[config.mk]
export PLATFORM = sky130hd
export DESIGN_NAME = serial_alu_seq_flat
export DESIGN_NICKNAME = d
export VERILOG_FILES = /design/src/rtl/serial_alu_seq_if.sv /design/src/rtl/serial_alu_seq.sv /design/src/flat_wrapper.sv
export SDC_FILE = /design/constraint.sdc
export NUM_CORES = 1
export LEC_CHECK = 0
export ABC_AREA = 1
export CAP_MARGIN = 20
export CORE_MARGIN = 4
export CORE_UTILIZATION = 27
export CTS_BUF_LIST = sky130_fd_sc_hd__clkbuf_4 sky130_fd_sc_hd__clkbuf_8
export DETAILED_ROUTE_END_ITERATION = 7
export GPL_TIMING_DRIVEN = 0
export SYNTH_ARGS = -nofsm -noshare
export SYNTH_HDL_FRONTEND = slang
export SYNTH_SLANG_ARGS = --single-unit
[constraint.sdc]
create_clock -name clk -period 2.2 [get_ports clk]
set_clock_uncertainty 0.05 [all_clocks]
set_input_delay 0.44 -clock clk [delete_from_list [all_inputs] [get_ports clk]]
set_output_delay 0.44 -clock clk [all_outputs]
set_load 0.1 [all_outputs]
[src/rtl/serial_alu_seq_if.sv]
// ============================================================================
// Module   : serial_alu_seq_if
// Brief    : Request/response bundle between a client and serial_alu_seq.
// Revision : 1.0
// ============================================================================
`default_nettype none

interface serial_alu_seq_if #(
  parameter int WIDTH = 8
);
  logic             start;
  logic [WIDTH-1:0] a_in;
  logic [WIDTH-1:0] b_in;
  logic [1:0]       op_in;
  logic             busy;
  logic             done;
  logic [WIDTH-1:0] result;
  logic             carry_out;

  modport master (
    output start, a_in, b_in, op_in,
    input  busy, done, result, carry_out
  );

  modport slave (
    input  start, a_in, b_in, op_in,
    output busy, done, result, carry_out
  );
endinterface

`default_nettype wire

[src/rtl/serial_alu_seq.sv]
// ============================================================================
// Module   : serial_alu_seq
// Brief    : Bit-serial sequencer feeding a 1-bit ALU slice LSB first and
//            assembling its result bits into a word.
// Revision : 1.0
// ============================================================================
`default_nettype none

module serial_alu_seq #(
  parameter int WIDTH = 8,
  parameter int CNT_W = 3
) (
  input  wire logic        clk,
  input  wire logic        rst_n,
  serial_alu_seq_if.slave  bus,
  output      logic        slice_a,
  output      logic        slice_b,
  output      logic        slice_cin,
  output      logic [1:0]  slice_op,
  input  wire logic        slice_result,
  input  wire logic        slice_cout
);

  typedef enum logic [1:0] {
    S_IDLE  = 2'd0,
    S_SHIFT = 2'd1,
    S_DONE  = 2'd2
  } state_t;

  localparam logic [1:0]       C_OP_ADD = 2'b01;
  localparam logic [CNT_W-1:0] C_LAST   = CNT_W'(WIDTH - 1);

  state_t           state_q, state_d;
  logic [WIDTH-1:0] a_q, a_d;
  logic [WIDTH-1:0] b_q, b_d;
  logic [WIDTH-1:0] result_q, result_d;
  logic [CNT_W-1:0] count_q, count_d;
  logic [1:0]       op_q, op_d;
  logic             carry_q, carry_d;
  logic             carry_out_q, carry_out_d;
  logic             busy_q, busy_d;
  logic             done_q, done_d;

  logic             w_shift;
  logic             w_add;

  assign w_shift = (state_q == S_SHIFT);
  assign w_add   = (op_q == C_OP_ADD);

  always_comb begin
    state_d     = state_q;
    a_d         = a_q;
    b_d         = b_q;
    result_d    = result_q;
    count_d     = count_q;
    op_d        = op_q;
    carry_d     = carry_q;
    carry_out_d = carry_out_q;
    busy_d      = busy_q;
    done_d      = 1'b0;

    case (state_q)
      S_IDLE: begin
        if (bus.start) begin
          a_d         = bus.a_in;
          b_d         = bus.b_in;
          op_d        = bus.op_in;
          carry_d     = 1'b0;
          count_d     = '0;
          result_d    = '0;
          carry_out_d = 1'b0;
          busy_d      = 1'b1;
          state_d     = S_SHIFT;
        end
      end
      S_SHIFT: begin
        result_d = {slice_result, result_q[WIDTH-1:1]};
        a_d      = a_q >> 1;
        b_d      = b_q >> 1;
        carry_d  = w_add ? slice_cout : 1'b0;
        count_d  = count_q + 1'b1;
        // Last bit lands on this edge; the final carry is latched for the report.
        if (count_q == C_LAST) begin
          carry_out_d = carry_d;
          done_d      = 1'b1;
          state_d     = S_DONE;
        end
      end
      S_DONE: begin
        busy_d  = 1'b0;
        state_d = S_IDLE;
      end
      default: begin
        busy_d  = 1'b0;
        state_d = S_IDLE;
      end
    endcase
  end

  always_ff @(posedge clk or negedge rst_n) begin
    if (!rst_n) begin
      state_q     <= S_IDLE;
      a_q         <= '0;
      b_q         <= '0;
      result_q    <= '0;
      count_q     <= '0;
      op_q        <= '0;
      carry_q     <= 1'b0;
      carry_out_q <= 1'b0;
      busy_q      <= 1'b0;
      done_q      <= 1'b0;
    end else begin
      state_q     <= state_d;
      a_q         <= a_d;
      b_q         <= b_d;
      result_q    <= result_d;
      count_q     <= count_d;
      op_q        <= op_d;
      carry_q     <= carry_d;
      carry_out_q <= carry_out_d;
      busy_q      <= busy_d;
      done_q      <= done_d;
    end
  end

  assign bus.busy      = busy_q;
  assign bus.done      = done_q;
  assign bus.result    = result_q;
  assign bus.carry_out = carry_out_q;

  // Operand bits reach the slice only while shifting so an idle slice sees zeros.
  assign slice_a   = w_shift & a_q[0];
  assign slice_b   = w_shift & b_q[0];
  assign slice_cin = w_shift & w_add & carry_q;
  assign slice_op  = op_q;

endmodule

`default_nettype wire

[src/flat_wrapper.sv]
// flat-port wrapper written by rule: the top's interface ports become plain ports
module serial_alu_seq_flat 
#(
  parameter int WIDTH = 8,
  parameter int CNT_W = 3
)
  (clk, rst_n, slice_a, slice_b, slice_cin, slice_op, slice_result, slice_cout, bus_start, bus_a_in, bus_b_in, bus_op_in, bus_busy, bus_done, bus_result, bus_carry_out);
  serial_alu_seq_if #(.WIDTH(WIDTH)) bus_i ();
  input  wire logic clk;
  input  wire logic rst_n;
  output      logic slice_a;
  output      logic slice_b;
  output      logic slice_cin;
  output      logic [1:0] slice_op;
  input  wire logic slice_result;
  input  wire logic slice_cout;
  input wire logic [$bits(bus_i.start)-1:0] bus_start;
  input wire logic [$bits(bus_i.a_in)-1:0] bus_a_in;
  input wire logic [$bits(bus_i.b_in)-1:0] bus_b_in;
  input wire logic [$bits(bus_i.op_in)-1:0] bus_op_in;
  output wire logic [$bits(bus_i.busy)-1:0] bus_busy;
  output wire logic [$bits(bus_i.done)-1:0] bus_done;
  output wire logic [$bits(bus_i.result)-1:0] bus_result;
  output wire logic [$bits(bus_i.carry_out)-1:0] bus_carry_out;
  assign bus_i.start = bus_start;
  assign bus_i.a_in = bus_a_in;
  assign bus_i.b_in = bus_b_in;
  assign bus_i.op_in = bus_op_in;
  assign bus_busy = bus_i.busy;
  assign bus_done = bus_i.done;
  assign bus_result = bus_i.result;
  assign bus_carry_out = bus_i.carry_out;
  serial_alu_seq #(.WIDTH(WIDTH), .CNT_W(CNT_W)) u_core (.clk(clk), .rst_n(rst_n), .bus(bus_i), .slice_a(slice_a), .slice_b(slice_b), .slice_cin(slice_cin), .slice_op(slice_op), .slice_result(slice_result), .slice_cout(slice_cout));
endmodule
== Word-level counts from Yosys, hierarchy flattened ==
Cells that the tools add are included.

* Input bits: 23
* Word-level logic and storage cells: 48
* Output and inout port bits: 16
* Flip-flop bits (word level): 35

* Mux-type cells: 20
* Add/sub/neg operators: 1
* Bitwise operators: 5
* Equality and inequality tests: 5
* Reduce and logical (&&, ||, !) cells: 7

{| class="wikitable"
|+ Operators by type and width
! operator !! count
|-
| $pmux W8 S2 || 3
|-
| $mux W8 || 3
|-
| $reduce_and A2 Y1 || 4
|-
| $mux W1 || 6
|-
| $pmux W1 S2 || 3
|-
| $pmux W3 S2 || 1
|-
| $and A1 B1 Y1 || 4
|-
| $eq A2 B1 Y1 const B || 2
|-
| $mux W2 || 2
|-
| $ne A2 B2 Y1 const B || 2
|-
| $pmux W2 S2 || 1
|-
| $add A3 B1 Y3 const B || 1
|-
| $eq A3 B3 Y1 const B || 1
|-
| $mux W3 || 1
|-
| $reduce_and A3 Y1 || 1
|-
| $logic_not A2 Y1 || 1
|-
| $reduce_bool A2 Y1 || 1
|-
| $not A1 Y1 || 1
|}

== Logic depth before layout (Yosys ltp) ==
* Word-level depth: 4
* Gate-level depth with buffers: 6
* Depth with buffers taken out: 6

== Least setup slack after synthesis ==
No wires, ideal clock.

* Path type: register -> output
* Start: register u_core.op_q[0] (netlist: u_core.slice_op[0])
* End: output slice_cin
* Path buffers: 0
* Arrival time: 2.319 ns
* Stages on the path, launching flop included: 3
* Required time: 1.710 ns
* Path slack: -0.609 ns
* Cells stage by stage: dfrtp_1 nand2_1 nor3b_2

* Longest elaborated chain between the ends: 3

{| class="wikitable"
|+ Ends and longest elaborated chain
! what !! line !! text
|-
| start, declared || serial_alu_seq.sv:38 || <nowiki>logic [1:0] op_q, op_d;</nowiki>
|-
| start signal, assigned || serial_alu_seq.sv:118 || <nowiki>op_q <= op_d;</nowiki>
|-
| $eq A2 B1 Y1 || serial_alu_seq.sv:48 || <nowiki>assign w_add = (op_q == C_OP_ADD);</nowiki>
|-
| $and A1 B1 Y1 (2 in series) || serial_alu_seq.sv:134 || <nowiki>assign slice_cin = w_shift & w_add & carry_q;</nowiki>
|-
| end, declared || flat_wrapper.sv:13 || <nowiki>output logic slice_cin;</nowiki>
|}

No other way between the ends.

== Final worst setup path ==
* Start: register u_core.state_q[1]
* End: output slice_cin

* Longest elaborated chain between the ends: 3

{| class="wikitable"
|+ Ends and longest elaborated chain
! what !! line !! text
|-
| start, declared || serial_alu_seq.sv:33 || <nowiki>state_t state_q, state_d;</nowiki>
|-
| start signal, assigned || serial_alu_seq.sv:113 || <nowiki>state_q <= state_d;</nowiki>
|-
| $eq A2 B1 Y1 || serial_alu_seq.sv:47 || <nowiki>assign w_shift = (state_q == S_SHIFT);</nowiki>
|-
| $and A1 B1 Y1 (2 in series) || serial_alu_seq.sv:134 ||
|}

No other way between the ends.

==> results.yml <==
global_route:
  gr-total-overflow: 0
  grt_pass1_vias: 1505
  grtUsageTotal: 0.116
  antenna_found_initial: 0
  grt_max_degree: 36
  grt_pass1_wl_um: 7110
worst_hold_path:
  hold_class: "input port to async pin"
run_status:
  status: "complete, no violations"
floorplan:
  rows: 29
  ios: 39
  die-width_um: 88.7
  core_area_um2: 6350
  die_area_um2: 7870
  die_h_um: 88.7
  initial_core_util: 0.277
worst_setup_path:
  critPathMaxStageDelay_ps: 430
  crit_type: "flip-flop to primary output"
  cp-end-kind: "primary output"
  critPathLaunchType: "flip-flop"
  crit_family: "buffers and inverters"
  worstSetupStartpoint: "u_core.state_q[1]$_DFFE_PN0P_"
  crit_chain: "inv_4, nand2_8, buf_6, nor3b_4, buf_4"
  cp_num_buf_inv: 3
  cp_slowest_cell: "dfrtp_1"
  worstReg2RegStart: "u_core.count_q[0]$_DFFE_PN0P_"
  crit_fanout: 10
  worst_ep_required_time_ps: 1710
  crit_arrival_ps: 1630
timing:
  rsz0062_at_grt: "false"
  setup_tns_ps: 0
  hold_viol_final: 0
  fmax_mhz: 473
  drv_slew: 0
  period_share: 0.962
  relSlewSlack: 0.359
  setup_viol: 0
  period_minus_slack_ps: 2120
  tightest_slew_ps: 965
cells_and_area:
  synthToLayoutAreaGrowth_pct: 30.2
  final_common_cell: "nand2_1"
  drive_gt1_frac: 0.108
  fin_area_um2: 2290
  n_antenna_cell: 0
  final_cell_mix: "58 x nand2_1, 55 x nand3_1, 35 x inv_1, 35 x dfrtp_1, 21 x clkdlybuf4s50_1"
  final_cells: 336
  final_nets: 285
routing:
  first_pass_iters: 4
  viasPerCell: 4.41
  drtAntennaViolNets: 0
  wl_per_cell_um: 12.0
  drt-initial-drc-count: 92
  drc: 0
  via_count: 1483
  wirelength_um: 4040
power:
  internal_power_mw: 1.74
  swShare: 0.533
  p_total_mw: 3.73
  seqPwrFrac: 0.292
  p_per_area_nw_per_um2: 1630
  pwr-share-clk: 0.117
  ir_drop_uv: 697
  p_leak_nw: 1.25
  combPwrFrac: 0.591
  p_switching_mw: 1.99
placement:
  dpl_cell_area_um2: 2240
  placed_cells: 330
  gp_congestion: 0.730
  port_buffers: 38
  dp_hpwl_um: 2850
synthesis:
  netlist_area_um2: 1760
  synthFlopType: "dfrtp_1"
  synth-edff-count: 0
  avgSynthCellArea_um2: 8.18
  ys_seq_area_frac: 0.498
  syn_nets: 240
  synthArstFlopShare: 1.00
  ys_seq_elements: 35
  yosys_warnings: 0
  synth_cell_types: 16
  syn_inst: 215
clock_tree:
  clock-sinks: 35
  numCtsBuffers: 5
  cts.htree.levels: 2
  cts_hold_buffers: 0
  cts_tree: "built"
  cts-root-buf: "clkbuf_8"
  max-clock-path-buffers: 2
  cts_setup_buffers: 0
  clkLatencyLatePin_ps: 280
  clkTransAtPathRegs_ps: 70
job:
  max-cap-violations: 0
## registers in the layout, indices dropped and copies added, names as in the netlist
register	cells
u_core.state_q	2
u_core.bus.carry_out	1
u_core.bus.done	1
u_core.bus.result	8
u_core.bus.busy	1
u_core.b_q	8
u_core.slice_op	2
u_core.carry_q	1
u_core.a_q	8
u_core.count_q	3
## power groups by stage
stage / sequential, mW / combinational [mW] / clock (mW)
2_1_floorplan: 1.77 / 1.10 / 0
3_5_place_dp: 1.10 / 2.30 / 0
4_1_cts: 1.09 / 2.22 / 0.454
3_3_place_gp: 1.10 / 2.28 / 0
5_1_grt: 1.14 / 2.42 / 0.485
6_report: 1.09 / 2.20 / 0.436
## worst reg2reg max path, stage by stage, from the launching register on
cell	delay, ps
dfrtp_1	410
ha_1	210
ha_1	190
nand3_1	160
nand2_1	70
nand2_1	60
nand2_1	50
## final cells by class
type	instances	area (um2)
well taps	77	96.3
flip-flops and latches	35	876
fillers	664	4060
multi-input cells	134	663
clock buffers	6	76.3
inverters	36	138
repair buffers	38	352
plain buffers	10	87.6
## synth_stat cells, types with 2 or more instances
cell type  instances  area, um2
buf_4              5       37.5
ha_1               2       25.0
nor2_1             5       18.8
dfrtp_1           35        876
buf_6              4       45.0
nand3_1           55        275
nor2_2             2       12.5
o21ai_0            7       35.0
inv_1             35        131
nand2_8            2       40.0
nand2_1           58        218
## routing by layer
layer | GRT usage | part of all wire | vias to the layer above
li1 | - | - | 755
met1 | 0.155 | 0.47 | 693
met2 | 0.182 | 0.47 | 33
met3 | 0.0363 | 0.058 | 2
met4 | 0.0316 | 0.0050 | 0
met5 | 0 | 0 | -
## stage by stage
stage	utilization	worst slack [ps]	hold slack [ps]
5_1_grt	0.360	8.27	276
3_3_place_gp	0.353	-466	431
4_1_cts	0.360	3.35	235
2_1_floorplan	-	-361	94.4
3_5_place_dp	0.352	-472	433
6_report	0.360	84.1	189
## path summary, 6_finish.rpt
path	end	slack, ps	depth (start not counted)
setup / recovery	slice_cin	80	5
hold / removal	u_core.a_q[0]$_DFFE_PN0P_	190	1
setup reg to reg	u_core.bus.carry_out$_DFFE_PN0P_	890	6
hold reg to reg	u_core.bus.busy$_DFFE_PN0P_	440	2
max in group asynchronous	u_core.count_q[2]$_DFFE_PN0P_	1390	1
min in group clk	u_core.bus.busy$_DFFE_PN0P_	440	2
## logic make-up after synthesis
group / share of synthesized area
fa+ha+maj: 0.0142
compound gates: 0.0249
flops: 0.498
simple gates: 0.335
buf+inv: 0.128
## what timing repair did
action                                  4_1_cts  5_1_grt
pin swaps                                     0        0
resized for setup                            30        1
gates cloned                                  0        0
endpoints found under the setup margin       16        1
Power figures use the tool's default switching activity.
==> RTL change 1 (config.mk and constraints unchanged) <==
`WIDTH` is set to 8 in 3 places; all go to 6.
--- a/src/rtl/serial_alu_seq_if.sv
+++ b/src/rtl/serial_alu_seq_if.sv
@@ -7,5 +7,5 @@
 
 interface serial_alu_seq_if #(
-  parameter int WIDTH = 8
+  parameter int WIDTH = 6
 );
   logic             start;
--- a/src/rtl/serial_alu_seq.sv
+++ b/src/rtl/serial_alu_seq.sv
@@ -8,5 +8,5 @@
 
 module serial_alu_seq #(
-  parameter int WIDTH = 8,
+  parameter int WIDTH = 6,
   parameter int CNT_W = 3
 ) (
--- a/src/flat_wrapper.sv
+++ b/src/flat_wrapper.sv
@@ -2,5 +2,5 @@
 module serial_alu_seq_flat 
 #(
-  parameter int WIDTH = 8,
+  parameter int WIDTH = 6,
   parameter int CNT_W = 3
 )
Interface: changed (resized bus_a_in, bus_b_in and bus_result); port bits go from 39 to 33. The function was not compared with the original's and may differ.
==> RTL change 1 against the original RTL <==
  * Count of clock-buffer cells in the layout unchanged
  * Setup slack better by 0.033 ns
  * Combinational power down 19%
  * Non-clock buffer count down 6
  * Power shrank 16%
  * Area after synthesis fell by 21%
  * Routed wire length is 23% lower
  * Cell area shrank 17%
  * Sequential share of layout area hardly changed
  * Register-to-register slack gained 0.12 ns
  * Sequential cell count decreased by 6
  * Critical endpoint is now slice_a
  * Highest routed layer unchanged
==> RTL change 1: results (changes against the original RTL) <==
logic_synthesis:
  syn_nets: 190  # -21%
  synth_top_area_share_pct: 52.3  # +2.5 points
  synth.top_cells.by_area: "dfrtp_1, nand2_1, nand3_1, inv_1, buf_4"
  synthArstFlopShare_pct: 100  # unchanged
  seq_area_frac_synth_pct: 52.3  # +2.5 points
  ys_types: 19  # +3
  ys_top_cells_by_count: "nand2_1, nand3_1, dfrtp_1, inv_1"
setup_path:
  path_max_fanout: 10  # unchanged
  r2r_end: "u_core.slice_op[1]"
  crit_arrival_ns: 1.59  # -0.04 ns
  ff2ff_path_depth: 5  # -1
  cp_top_family: "buffers and inverters"
  timing.rr.start: "u_core.state_q[1]"
  rrSetupSlack_ns: 1.01  # +0.12 ns
  slowest_delay_ns: 0.41  # -0.02 ns
layout:
  diodes: 0  # unchanged
  drive_above_1_share_pct: 13.8  # +3.0 points
  fill_cells: 521  # -22%
  final_cell_area_um2: 1890  # -17%
  fin_nets: 230  # -19%
route:
  top_layer_used: "met4"
  met1Wirelength_um: 1530  # -19%
  detail_route.first_pass.iterations: 4  # unchanged
  routedWlPerCell_um: 11.2  # -6.4%
  num_vias: 1184  # -20%
  wl_met2_um: 1360  # -28%
  wl_met3_um: 183  # -22%
  drt_iter0_drc: 61  # -34%
clocking:
  numCtsBuffers: 5  # unchanged
  postCtsSetupRepairBufs: 0  # unchanged
  cts.path.max_buffers: 2  # unchanged
  clk_pin_slew_worst_paths_ns: 0.06
  clock_latency_ns: 0.28  # about the same
  cts-htree-levels: 2  # unchanged
run_status:
  run_status: "finished, final reports clean"
place:
  port_buffers: 32  # -16%
  dp_slack_ns: -0.398  # +0.0740 ns
  dpl-instance-area_um2: 1830  # -18%
  globalplace.congestion: 0.687  # -5.9%
  hpwl_um: 2200  # -23%
power_and_ir_drop:
  peakVddDrop_uv: 706  # +1.2%
  p_leak_uw: 0.00104  # -17%
  sw_frac_of_total_pct: 53.4  # +0.11 points
global_routing:
  grt_max_degree: 17  # -53%
  grt_pass1_wl_um: 5400  # -24%
  grt_antenna_before_repair: 0  # unchanged
  track_usage_pct: 11.0  # -0.57 points
hold_path:
  hp-start: "u_core.bus.result[0]"
  hold_path.class: "reg -> reg"
  worstHoldEndpoint: "u_core.bus.result[0]"
sta:
  max_slew_margin_pct: 36.1  # +0.20 points
RTL change 1: worst max-delay path by stage:
stage	from	endpoint	slack, ns	cells past startpoint
after floorplan	u_core.state_q[1]	slice_a	-0.37	5
after global placement	u_core.state_q[1]	slice_cin	-0.40	5
after detailed placement	u_core.state_q[1]	slice_a	-0.40	6
after CTS	u_core.state_q[1]	slice_a	0.004	6
after global routing	u_core.state_q[1]	slice_b	0.02	6
final	u_core.state_q[1]	slice_a	0.12	6
RTL change 1: final cells by class:
cell class	count	area (um^2)	area share [%]
buffer	9	67.6	3.57
clock buffer	6	76.3	4.03
clock inverter	2	10.0	0.528
inverter	10	37.5	1.98
multi-input combinational	121	567	29.9
sequential	29	726	38.3
tap	67	83.8	4.43
timing repair buffer	33	327	17.2
RTL change 1: logic make-up (layout without fill, tap and decap cells):
kind of cell | Yosys count | after routing | synth area share [%]
simple gates | 114 | 114 | 35.7
flops | 29 | 29 | 52.3
buf+inv | 19 | 60 | 7.58
compound gates | 5 | 5 | 2.62
fa+ha+maj | 2 | 2 | 1.80
RTL change 1: timing repair:
| action | in CTS | in global routing |
|---|---|---|
| pin swaps | 0 | 0 |
| setup endpoints to repair | 14 | 3 |
| cloned | 0 | 0 |
| resized for setup | 26 | 3 |
RTL change 1: layer usage:
layer | vias up | global-route usage [%]
met5 | - | 0
met4 | 0 | 3.44
met3 | 5 | 3.84
met2 | 30 | 16.3
met1 | 535 | 15.1
li1 | 614 | -
RTL change 1: per-stage QoR:
stage | std cells | hold WS (ns)
floorplan | 169 | 0.0944
global route | 277 | 0.464
global placement | 268 | 0.425
finish | 277 | 0.448
CTS | 277 | 0.450
detailed placement | 269 | 0.442
RTL change 1: tightest hold or removal path, delay by kind of cell (launching register included):
family / cells / cell delay (ns)
flops: 1 / 0.34
simple gates: 2 / 0.12
RTL change 1: power by group through the flow:
stage / combinational (uW) / sequential, uW / clock (uW)
after floorplan: 860 / 1480 / 0
after global placement: 1870 / 899 / 0
after detailed placement: 1880 / 899 / 0
after CTS: 1810 / 889 / 447
after global routing: 1960 / 915 / 477
final: 1790 / 889 / 430
==> RTL change 2 (config.mk and constraints unchanged) <==
Made on the original files. Reset style: synchronous (`rst_n`), changed in one clocked block.
--- a/src/rtl/serial_alu_seq.sv
+++ b/src/rtl/serial_alu_seq.sv
@@ -98,5 +98,5 @@
   end
 
-  always_ff @(posedge clk or negedge rst_n) begin
+  always_ff @(posedge clk) begin
     if (!rst_n) begin
       state_q     <= S_IDLE;
Formal check against the unedited RTL: differs if rst_n is asserted again (counterexample within 4 cycles, from zero or initial values and one cycle with rst_n low); with rst_n held inactive, the same outputs for 10 cycles.
==> RTL change 2 against the original RTL <==
  * Maximum frequency up 1.6%
  * Cell area decreased by 2.7%
  * Routed wire length up 2.2%
  * Count of clock-buffer cells in the layout grew 1
  * Die area down 5.1%
  * Cell count up 2.7%
  * Setup slack better by 0.033 ns
  * Sequential cell count unchanged
  * Area after synthesis down 5.6%
  * Largest cell class is now multi-input gates
  * Highest routed layer is now met3
Power is not compared: it rests on default switching activity, and its combinational part moved more than twofold at a synthesized area within 25%.
==> RTL change 2: results (changes against the original RTL) <==
setup_path:
  crit_arrival_ns: 1.59  # -0.04 ns
  slowest_delay_ns: 0.34  # -0.09 ns
  path_max_fanout: 10  # unchanged
  crit_path_top_delay_cell: "dfxtp_1"
  cp_top_family: "buffers and inverters"
power_and_ir_drop:
  p_sw_uw: 438
  p_leak_uw: 0.000984
  peakVddDrop_uv: 224
  clock_power_share_pct: 34.6
global_routing:
  grt_pass1_wl_um: 7000  # -1.5%
  grt_antenna_before_repair: 0  # unchanged
  grt_max_degree: 12  # -67%
  track_usage_pct: 11.9  # +0.33 points
  first_global_vias: 1484  # -1.4%
logic_synthesis:
  syn_nets: 249  # +3.8%
  seq_area_frac_synth_pct: 42.2  # -7.6 points
  synthArstFlopShare_pct: 0  # -100 points
  synth_cells: 224  # +4.2%
  yosysWarnings: 0  # unchanged
  synth_top_flop_cell: "dfxtp_1"
  ys_types: 20  # +4
  synth.top_cells.by_area: "dfxtp_1, nand3_1, a21oi_1, inv_1, nand2_1"
  ys_top_cells_by_count: "nand3_1, dfxtp_1, inv_1, nand2_1, a21oi_1"
sta:
  tightest_slew_ns: 0.970  # +0.00485 ns
route:
  drt_wl_total_um: 4120  # +2.2%
  drt_iter0_drc: 64  # -30%
  detail_route.first_pass.iterations: 4  # unchanged
  ant_nets: 0  # unchanged
  routedWlPerCell_um: 11.9  # -0.51%
  num_vias: 1553  # +4.7%
place:
  dpl-instance-area_um2: 2150  # -4.0%
  hpwl_um: 2920  # +2.5%
  port_buffers: 38  # unchanged
  dpl.cell_count: 337  # +2.1%
  globalplace.congestion: 0.776  # +6.4%
clocking:
  postCtsSetupRepairBufs: 0  # unchanged
  clock_latency_ns: 0.29
  cts_resized: 29  # -3.3%
  clk_pin_slew_worst_paths_ns: 0.07  # about the same
  cts.root.buffer_cell: "clkbuf_8"
  cts.path.max_buffers: 2  # unchanged
  numCtsBuffers: 5  # unchanged
  cts-htree-levels: 2  # unchanged
hold_path:
  hold_path.class: "reg -> reg"
layout:
  fin_nets: 294  # +3.2%
  diodes: 0  # unchanged
  drive_above_1_share_pct: 11.5  # +0.67 points
run_status:
  run_status: "finished, final reports clean"
==> RTL change 2: changes by cell type in the layout (fill, tap and decap cells not counted), moves of 4 or more <==
cell,delta
dfxtp_1,+35
a21oi_1,+29
dfrtp_1,-35
o21ai_0,-4
nor2_1,+10
nand2_1,-27
==> RTL change 2: cell families after synthesis <==
group	synth area share (%)
flops	42.2
simple gates	31.9
buf+inv	14.3
fa+ha+maj	1.51
compound gates	10.1
==> RTL change 2: layer usage <==
| metal | wire length (um) | up-vias | part of all wire (%) | global-route usage, % |
|---|---|---|---|---|
| met5 | 0 | - | 0 | 0 |
| li1 | - | 808 | - | - |
| met2 | 2020 | 41 | 49 | 20.0 |
| met4 | 0 | 0 | 0 | 3.82 |
| met1 | 1870 | 704 | 45 | 14.8 |
| met3 | 235 | 0 | 5.7 | 3.42 |
==> RTL change 2: layout make-up <==
class	count	area, um^2
Buffer	14	108
Clock buffer	7	96.3
Clock inverter	1	7.51
Fill cell	671	3730
Inverter	34	130
Multi-Input combinational cell	141	733
Sequential cell	35	701
Tap cell	75	93.8
Timing Repair Buffer	38	357
==> RTL change 2: worst paths after layout <==
| path | start | end | slack, ns | depth (start not counted) |
|---|---|---|---|---|
| min | u_core.count_q[0] | u_core.count_q[0] | 0.41 | 1 |
| min reg2reg | u_core.count_q[0] | u_core.count_q[0] | 0.41 | 1 |
| max | u_core.state_q[1] | slice_cin | 0.12 | 5 |
| max reg2reg | u_core.count_q[0] | u_core.bus.carry_out | 0.95 | 6 |
==> RTL change 2: through the flow <==
step | power, uW | setup slack, ns
6_report | 1510 | 0.117
5_1_grt | 1590 | 0.0190
4_1_cts | 1530 | 0.0150
3_5_place_dp | 1010 | -0.425
3_3_place_gp | 1010 | -0.436
2_1_floorplan | 912 | -0.282
